--- src/rtl/sdm_pkg.sv ---
// Shared types and constants for the PDM modulator: FSM states, default widths,
// dither LFSR seed/taps and the integrator saturation helper.
package sdm_pkg;

  typedef enum logic [1:0] {
    IDLE  = 2'd0,
    PRIME = 2'd1,
    RUN   = 2'd2
  } sdm_state_t;

  localparam int ACC_W_DEF = 24;
  localparam int LIMIT_DEF = 26214;

  // x^16 + x^14 + x^13 + x^11 + 1, Fibonacci form over bits 15,13,12,10
  localparam logic [15:0] LFSR_SEED = 16'hACE1;
  localparam logic [15:0] LFSR_TAPS = 16'hB400;

  // Symmetric clamp to +/-(2^(w-1)-1); callers keep w <= 30 so sums never wrap.
  function automatic logic signed [31:0] sat(input logic signed [31:0] v, input int w);
    logic signed [31:0] lim;
    lim = (32'sd1 <<< (w - 1)) - 32'sd1;
    if (v > lim)
      return lim;
    else if (v < -lim)
      return -lim;
    else
      return v;
  endfunction

endpackage

--- src/rtl/sdm_lfsr.sv ---
// Dither source: 16-bit LFSR, one step per asserted advance, exposes its two LSBs.
// Zero latency to the output; no backpressure.
module sdm_lfsr
  import sdm_pkg::*;
(
  input  logic       clk_out,
  input  logic       reset_n,
  input  logic       advance,
  output logic [1:0] lsbs
);

  logic [15:0] lfsr;

  always_ff @(posedge clk_out or negedge reset_n) begin
    if (!reset_n)
      lfsr <= LFSR_SEED;
    else if (advance)
      lfsr <= {lfsr[14:0], ^(lfsr & LFSR_TAPS)};
  end

  assign lsbs = lfsr[1:0];

endmodule

--- src/rtl/sdm_pdm_modulator.sv ---
// 2nd-order sigma-delta to 1-bit PDM; each sample drives OSR updates, first bit 1 clk after load.
// One-entry input buffer (in_ready = !full); define SDM_DITHER_EN to add LFSR dither to x.
module sdm_pdm_modulator
  import sdm_pkg::*;
#(
  parameter int DATA_WIDTH = 16,
  parameter int ACC_W      = ACC_W_DEF,
  parameter int OSR        = 4,
  parameter int LIMIT      = LIMIT_DEF
) (
  input  logic                         clk_out,
  input  logic                         reset_n,
  input  logic                         enable,
  input  logic signed [DATA_WIDTH-1:0] in_data,
  input  logic                         in_valid,
  output logic                         in_ready,
  output logic                         pdm_out,
  output logic                         busy,
  output logic                         underrun
);

  localparam int CNT_W = (OSR > 1) ? $clog2(OSR) : 1;
  localparam logic [CNT_W-1:0] CNT_LAST = CNT_W'(OSR - 1);
  localparam logic signed [31:0] FB_MAG = 32'sd1 <<< (DATA_WIDTH - 1);

  sdm_state_t                   state;
  logic                         armed;
  logic [CNT_W-1:0]             phase;
  logic                         buf_full;
  logic signed [DATA_WIDTH-1:0] buf_dat;
  logic signed [DATA_WIDTH-1:0] act_dat;
  logic signed [ACC_W-1:0]      i1;
  logic signed [ACC_W-1:0]      i2;

  logic signed [DATA_WIDTH-1:0] clamped;
  logic signed [31:0]           dither;
  logic signed [31:0]           x;
  logic signed [31:0]           fb;
  logic signed [31:0]           i1_next;
  logic signed [31:0]           i2_next;
  logic                         xfer;
  logic                         wrap;

  always_comb begin
    clamped = in_data;
    if (int'(in_data) > LIMIT)
      clamped = DATA_WIDTH'(LIMIT);
    else if (int'(in_data) < -LIMIT)
      clamped = DATA_WIDTH'(-LIMIT);
  end

`ifdef SDM_DITHER_EN
  logic [1:0] dither_lsbs;

  sdm_lfsr u_lfsr (
    .clk_out (clk_out),
    .reset_n (reset_n),
    .advance (armed && enable && (state == RUN)),
    .lsbs    (dither_lsbs)
  );

  assign dither = 32'(signed'(dither_lsbs));
`else
  assign dither = '0;
`endif

  // i2 integrates the freshly updated i1 so the noise transfer is (1 - z^-1)^2.
  assign x       = 32'(act_dat) + dither;
  assign fb      = pdm_out ? FB_MAG : -FB_MAG;
  assign i1_next = sat(32'(i1) + x - fb, ACC_W);
  assign i2_next = sat(32'(i2) + i1_next - fb, ACC_W);

  assign xfer = in_valid && in_ready;
  assign wrap = (phase == CNT_LAST);

  // armed holds off the first edge after reset release so state moves on the second.
  always_ff @(posedge clk_out or negedge reset_n) begin
    if (!reset_n) begin
      state    <= IDLE;
      armed    <= 1'b0;
      phase    <= '0;
      buf_full <= 1'b0;
      buf_dat  <= '0;
      act_dat  <= '0;
      i1       <= '0;
      i2       <= '0;
      pdm_out  <= 1'b0;
      in_ready <= 1'b0;
      busy     <= 1'b0;
      underrun <= 1'b0;
    end else if (!armed) begin
      armed <= 1'b1;
    end else if (!enable) begin
      state    <= IDLE;
      phase    <= '0;
      buf_full <= 1'b0;
      i1       <= '0;
      i2       <= '0;
      underrun <= 1'b0;
      in_ready <= 1'b0;
      busy     <= 1'b0;
      pdm_out  <= ~pdm_out;
    end else begin
      case (state)
        IDLE: begin
          state    <= PRIME;
          pdm_out  <= 1'b0;
          in_ready <= 1'b1;
          busy     <= 1'b1;
        end
        PRIME: begin
          if (xfer) begin
            state   <= RUN;
            act_dat <= clamped;
            phase   <= '0;
          end
        end
        RUN: begin
          i1      <= ACC_W'(i1_next);
          i2      <= ACC_W'(i2_next);
          pdm_out <= !i2_next[31];
          if (wrap) begin
            phase <= '0;
            if (buf_full)
              act_dat <= buf_dat;
            else
              underrun <= 1'b1;
          end else begin
            phase <= phase + CNT_W'(1);
          end
          if (xfer) begin
            buf_dat  <= clamped;
            buf_full <= 1'b1;
            in_ready <= 1'b0;
          end else if (wrap && buf_full) begin
            buf_full <= 1'b0;
            in_ready <= 1'b1;
          end
        end
        default: begin
          state    <= IDLE;
          in_ready <= 1'b0;
          busy     <= 1'b0;
        end
      endcase
    end
  end

endmodule

--- config.mk ---
export PLATFORM = sky130hd
export DESIGN_NAME = sdm_pdm_modulator
export DESIGN_NICKNAME = d
export VERILOG_FILES = /design/src/rtl/sdm_pkg.sv /design/src/rtl/sdm_lfsr.sv /design/src/rtl/sdm_pdm_modulator.sv
export SDC_FILE = /design/constraint.sdc
export NUM_CORES = 1
export LEC_CHECK = 0
export CAP_MARGIN = 20
export CELL_PAD_IN_SITES_DETAIL_PLACEMENT = 1
export CELL_PAD_IN_SITES_GLOBAL_PLACEMENT = 1
export CORE_UTILIZATION = 41
export CTS_BUF_LIST = sky130_fd_sc_hd__clkbuf_8 sky130_fd_sc_hd__clkbuf_16
export CTS_CLUSTER_SIZE = 12
export DETAILED_ROUTE_END_ITERATION = 7
export GPL_TIMING_DRIVEN = 0
export HOLD_SLACK_MARGIN = 0.08
export PLACE_DENSITY_LB_ADDON = 0.1
export RECOVER_POWER = 50
export REMOVE_ABC_BUFFERS = 1
export SETUP_SLACK_MARGIN = 0.05
export SLEW_MARGIN = 10
export SYNTH_ARGS = -nofsm -noshare
export SYNTH_HDL_FRONTEND = slang
export SYNTH_HIERARCHICAL = 1
export SYNTH_SLANG_ARGS = --single-unit
--- constraint.sdc ---
create_clock -name clk_out -period 19.2 [get_ports clk_out]
set_input_delay 1.92 -clock clk_out [delete_from_list [all_inputs] [get_ports clk_out]]
set_output_delay 1.92 -clock clk_out [all_outputs]
set_load 0.05 [all_outputs]
=== Word level (Yosys, flattened, before mapping) ===
Cells that the tools add are included.

* Flip-flop bits (word level): 90
* Logic and storage cells: 95

* Add/subtract/negate cells: 5
* $lt $le $gt $ge: 6
* Equality and inequality tests: 17
* Muxes and demuxes: 38
* Bitwise gates (word level): 1
* Reduce and logical (&&, ||, !) cells: 16

{| class="wikitable"
|+ Operators by type and width
! kind !! number
|-
| $mux W32 || 5
|-
| $mux W24 || 4
|-
| $mux W16 || 5
|-
| $gt A32 B24 Y1 const B || 2
|-
| $lt A32 B24 Y1 const B || 2
|-
| $add A24 B32 Y32 || 1
|-
| $pmux W16 S2 || 1
|-
| $sub A25 B32 Y32 || 1
|-
| $sub A32 B32 Y32 || 1
|-
| $add A24 B16 Y25 || 1
|-
| $gt A16 B16 Y1 const B || 1
|-
| $lt A16 B16 Y1 const B || 1
|-
| $ne A2 B2 Y1 const B || 7
|-
| $mux W1 || 13
|-
| $reduce_and A3 Y1 || 4
|-
| $mux W2 || 5
|-
| $ne A3 B1 Y1 const B || 3
|-
| $reduce_and A4 Y1 || 2
|-
| $pmux W2 S3 || 1
|-
| $reduce_and A2 Y1 || 3
|-
| $reduce_and A6 Y1 || 1
|-
| $eq A2 B2 Y1 const B || 2
|-
| $ne A2 B1 Y1 const B || 2
|-
| $ne A4 B4 Y1 const B || 1
|-
| 12 further kinds || 14
|}

=== Longest topological paths before layout ===
* Depth in word-level cells: 13
* Depth in mapped cells: 34
* Depth with buffers taken out: 31

=== Least setup slack after synthesis ===
OpenSTA, ideal clock, no wires.

* Kind: register -> register
* Start: reg pdm_out
* End: reg i2[23]
* Library setup time: 0.119 ns
* Data arrival time: 9.459 ns
* Required time: 19.081 ns
* Slack: 9.623 ns
* Cell stages (with the launch flop): 33
* Buffers on the path: 3
* Cells stage by stage: dfrtp_1 -> inv_1 -> fa_1 -> inv_1 -> ha_1 -> clkbuf_1 -> a21oi_1 -> o21a_1 -> a211o_1 -> a21oi_1 -> o22ai_1 -> a221o_1 -> o21ai_1 -> clkbuf_1 -> a21oi_1 -> ha_1 -> inv_1 -> ha_1 -> o211ai_1 -> o21ai_2 -> a31oi_4 -> xnor2_1 -> or4_1 -> or4_1 -> or4_1 -> a2111o_1 -> or4_1 -> o31ai_1 -> ha_1 -> inv_1 -> clkbuf_1 -> a211o_1 -> nand2_1

* Word-level cells in the longest chain between the ends: 12

{| class="wikitable"
|+ RTL lines
! element !! RTL line !! source
|-
| start, declared || sdm_pdm_modulator.sv:17 || <nowiki>output logic pdm_out,</nowiki>
|-
| start signal, assigned || sdm_pdm_modulator.sv:102 || <nowiki>pdm_out <= ~pdm_out;</nowiki>
|-
| start signal, assigned || sdm_pdm_modulator.sv:121 || <nowiki>pdm_out <= !i2_next[31];</nowiki>
|-
| $mux W32 (*) || sdm_pdm_modulator.sv:69 || <nowiki>assign fb = pdm_out ? FB_MAG : -FB_MAG;</nowiki>
|-
| $sub A25 B32 Y32 || sdm_pdm_modulator.sv:70 || <nowiki>assign i1_next = sat(32'(i1) + x - fb, ACC_W);</nowiki>
|-
| $lt A32 B24 Y1 || sdm_pkg.sv:24 || <nowiki>else if (v < -lim)</nowiki>
|-
| $mux W32 || sdm_pkg.sv:24 ||
|-
| $mux W32 || sdm_pkg.sv:22 || <nowiki>if (v > lim)</nowiki>
|-
| $add A24 B32 Y32 || sdm_pdm_modulator.sv:71 || <nowiki>assign i2_next = sat(32'(i2) + i1_next - fb, ACC_W);</nowiki>
|-
| $sub A32 B32 Y32 (*) || sdm_pdm_modulator.sv:71 ||
|-
| $lt A32 B24 Y1 || sdm_pkg.sv:24 ||
|-
| $mux W32 || sdm_pkg.sv:24 ||
|-
| $mux W32 (*) || sdm_pkg.sv:22 ||
|-
| $mux W24 (*) || sdm_pdm_modulator.sv:104 || <nowiki>case (state)</nowiki>
|-
| $mux W24 (*) || sdm_pdm_modulator.sv:93 || <nowiki>end else if (!enable) begin</nowiki>
|-
| end signal, assigned || sdm_pdm_modulator.sv:120 || <nowiki>i2 <= ACC_W'(i2_next);</nowiki>
|-
| end, declared || sdm_pdm_modulator.sv:33 || <nowiki>logic signed [ACC_W-1:0] i2;</nowiki>
|}

Every way passes the cells marked *; elsewhere a longest branch is shown, timed or not. The select of a mux whose other input is x is not followed.
A chain may end at the register's enable or synchronous reset.

=== Worst setup path in the final report ===
* Start: reg pdm_out
* End: reg i2[3]

Same word-level chain as after synthesis.

==> reports/qor.yml <==
vias: 7609
fin_tns_setup_ns: 0
slowest_delay_ns: 0.75
drive_gt1_share_pct: 3.71
rsz0062_at_grt: "no"
post-cts-setup-buffers: 0
synth_area_leaders: "dfrtp_1 26%, ha_1 14%, o21ai_0 6.8%"
start_kind: "flop"
clkSinkCount: 90
grt_pass1_wl_um: 40300
seq_area_frac_synth_pct: 26.2
die_h_um: 147
path_class: "flop to flop"
drt_iter0_drc: 268
path_max_fanout: 23
viasPerCell: 5.65
pin_count: 24
synth_area_mm2: 0.00859
synth_edf_count: 0
wire_per_inst_um: 17.5
synth.avg_cell_area_um2: 8.02
coreArea_mm2: 0.0204
ff2ff_setup_slack_ns: 9.22
maxSlewHeadroom_pct: -67.6
cts_tree: "done"
drv_cap: 2
setup_viol: 0
period_share_pct: 52.0
grt_pass1_vias: 8086
cp_data_arrival_time_ns: 10.22
post-dp-hpwl_um: 18600
cts-root-buf: "clkbuf_16"
clk_pin_slew_ns: 0.07
clkLatencyLatePin_ns: 0.35
synth.most_common_cell: "nand2_1"
postSynthCellCount: 1072
synth.top_cells.by_count: "129 x nand2_1, 128 x inv_1, 116 x o21ai_0"
multi_input_area_mm2: 0.00571
htree_levels: 3
nets: 1209
outcome: "complete, but fails checks"
period_minus_slack_ns: 9.98
num_rows: 52
areaGrowthSynthToFinish_pct: 9.77
gr-total-overflow: 0
gp_congestion: 0.797
portBuffers: 23
slew_violations: 87
worstPathRequired_ns: 19.44
clockBufferDepth: 2
worstSetupEndpointType: "flop"
fillerInstances: 2493
violations: "max-capacitance violations, max-slew violations"
dr.pass1.iters: 4
final.setup_skew_ns: 0.00918
die_w_um: 147
ant_nets: 0
hold_viol_final: 0
regArea_mm2: 0.00225
worst_pin_slew_ns: 2.51
start_util_pct: 42.2
antenna_found_initial: 0
ys_ff_latch: 90
ys_warn_count: 6
hold_path_class: "flop to flop"
grt_max_degree: 47
synth_cell_types: 71
die-area_mm2: 0.0215
synth_top_area_share_pct: 26.2
ctsHoldBuffers: 0
num_antenna_cells: 0
fmax_mhz: 100
cts-resized-gates: 0
synth_top_flop_cell: "dfrtp_1"
grtUsageTotal_pct: 23.1
cts_buffers: 9
yosys.area.top_type: "dfrtp_1"
drc: 0
async_reset_ff_share_pct: 100
crit_slowest_cell: "o221ai_1"
wirelength_um: 23500
metrics by stage:
| stage | util (%) | hold WS, ns | worst slack, ns | area (um2) | std cells |
|---|---|---|---|---|---|
| detailed placement | 44.8 | 0.464 | 8.98 | 9120 | 1327 |
| global route | 46.3 | 0.507 | 8.57 | 9430 | 1347 |
| CTS | 46.4 | 0.481 | 8.94 | 9440 | 1343 |
| floorplan | - | 0.439 | 9.65 | 8420 | 1028 |
| finish | 46.3 | 0.470 | 9.22 | 9430 | 1347 |
| global placement | 44.1 | 0.454 | 7.91 | 8990 | 1321 |
worst max-delay path, delay by kind of cell, from the launching register on:
| family | cells | cell delay (ns) |
|---|---|---|
| AO/OA/AOI/OAI | 14 | 3.91 |
| AND/OR/NAND/NOR | 5 | 2.42 |
| adder cells (fa/ha/maj) | 5 | 1.83 |
| buffers and inverters | 5 | 1.11 |
| flip-flops | 1 | 0.44 |
| XOR/XNOR | 1 | 0.10 |
flip-flops by register name (all words and copies together) (netlist names):
signal,cells
in_ready,1
act_dat,16
buf_full,1
armed,1
phase,2
buf_dat,16
underrun,1
state,2
busy,1
i1,24
i2,24
pdm_out,1
final timing paths:
kind	cells after the start	from	endpoint
setup / recovery	30	pdm_out	i2[3]
hold / removal	2	i2[1]	i2[1]
setup reg to reg	30	pdm_out	i2[3]
hold reg to reg	2	i2[1]	i2[1]
max in group asynchronous	2	reset_n	pdm_out
min in group asynchronous	1	reset_n	phase[0]
cell families after synthesis:
logic type,Yosys count,synth area share (%)
other,1,0.0436
xor gates and xnor gates,45,4.75
DFF,90,26.2
AOI/OAI and AO/OA,382,28.2
muxes,1,0.116
adders and majority gates,117,19.0
buffers and inverters,173,7.64
and+or+nand+nor,263,14.0
layout make-up:
type / count / area share (%)
Clock buffer: 10 / 2.53
Clock inverter: 6 / 0.862
Inverter: 129 / 5.13
Multi-Input combinational cell: 809 / 60.5
Sequential cell: 90 / 23.9
Tap cell: 270 / 3.58
Timing Repair Buffer: 33 / 3.49
layer usage:
layer | track usage [%] | up-vias | wire, um
li1 | - | 3783 | -
met1 | 32.0 | 3745 | 11700
met2 | 38.7 | 65 | 11200
met3 | 1.68 | 16 | 414
met4 | 6.09 | 0 | 244
met5 | 0 | - | 0
cell usage in the layout, fill, tap and decap left out, types with 4 or more instances in the layout:
cell,instances
nand2_1,129
clkbuf_16,9
o211ai_1,7
a21o_1,23
ha_1,93
a22o_1,13
o31ai_1,9
clkdlybuf4s50_1,21
or4_1,5
nor4_1,4
nor2b_1,6
nand2b_1,6
a21oi_1,105
fa_1,23
and3_1,4
xor2_1,15
a31oi_1,15
o41a_1,8
o21ai_0,116
nor3_1,16
o21bai_1,5
a2111o_1,4
nand3_1,15
a211o_1,5
a21boi_0,6
nor3b_1,5
nor2_1,45
dfrtp_1,89
a211oi_1,11
o21a_1,15
or3_1,4
xnor2_1,29
nand4_1,9
inv_1,129
Power is left out: the tool's default activity adds up to more than one toggle a clock period on the data nets, which glitch-free logic cannot reach.
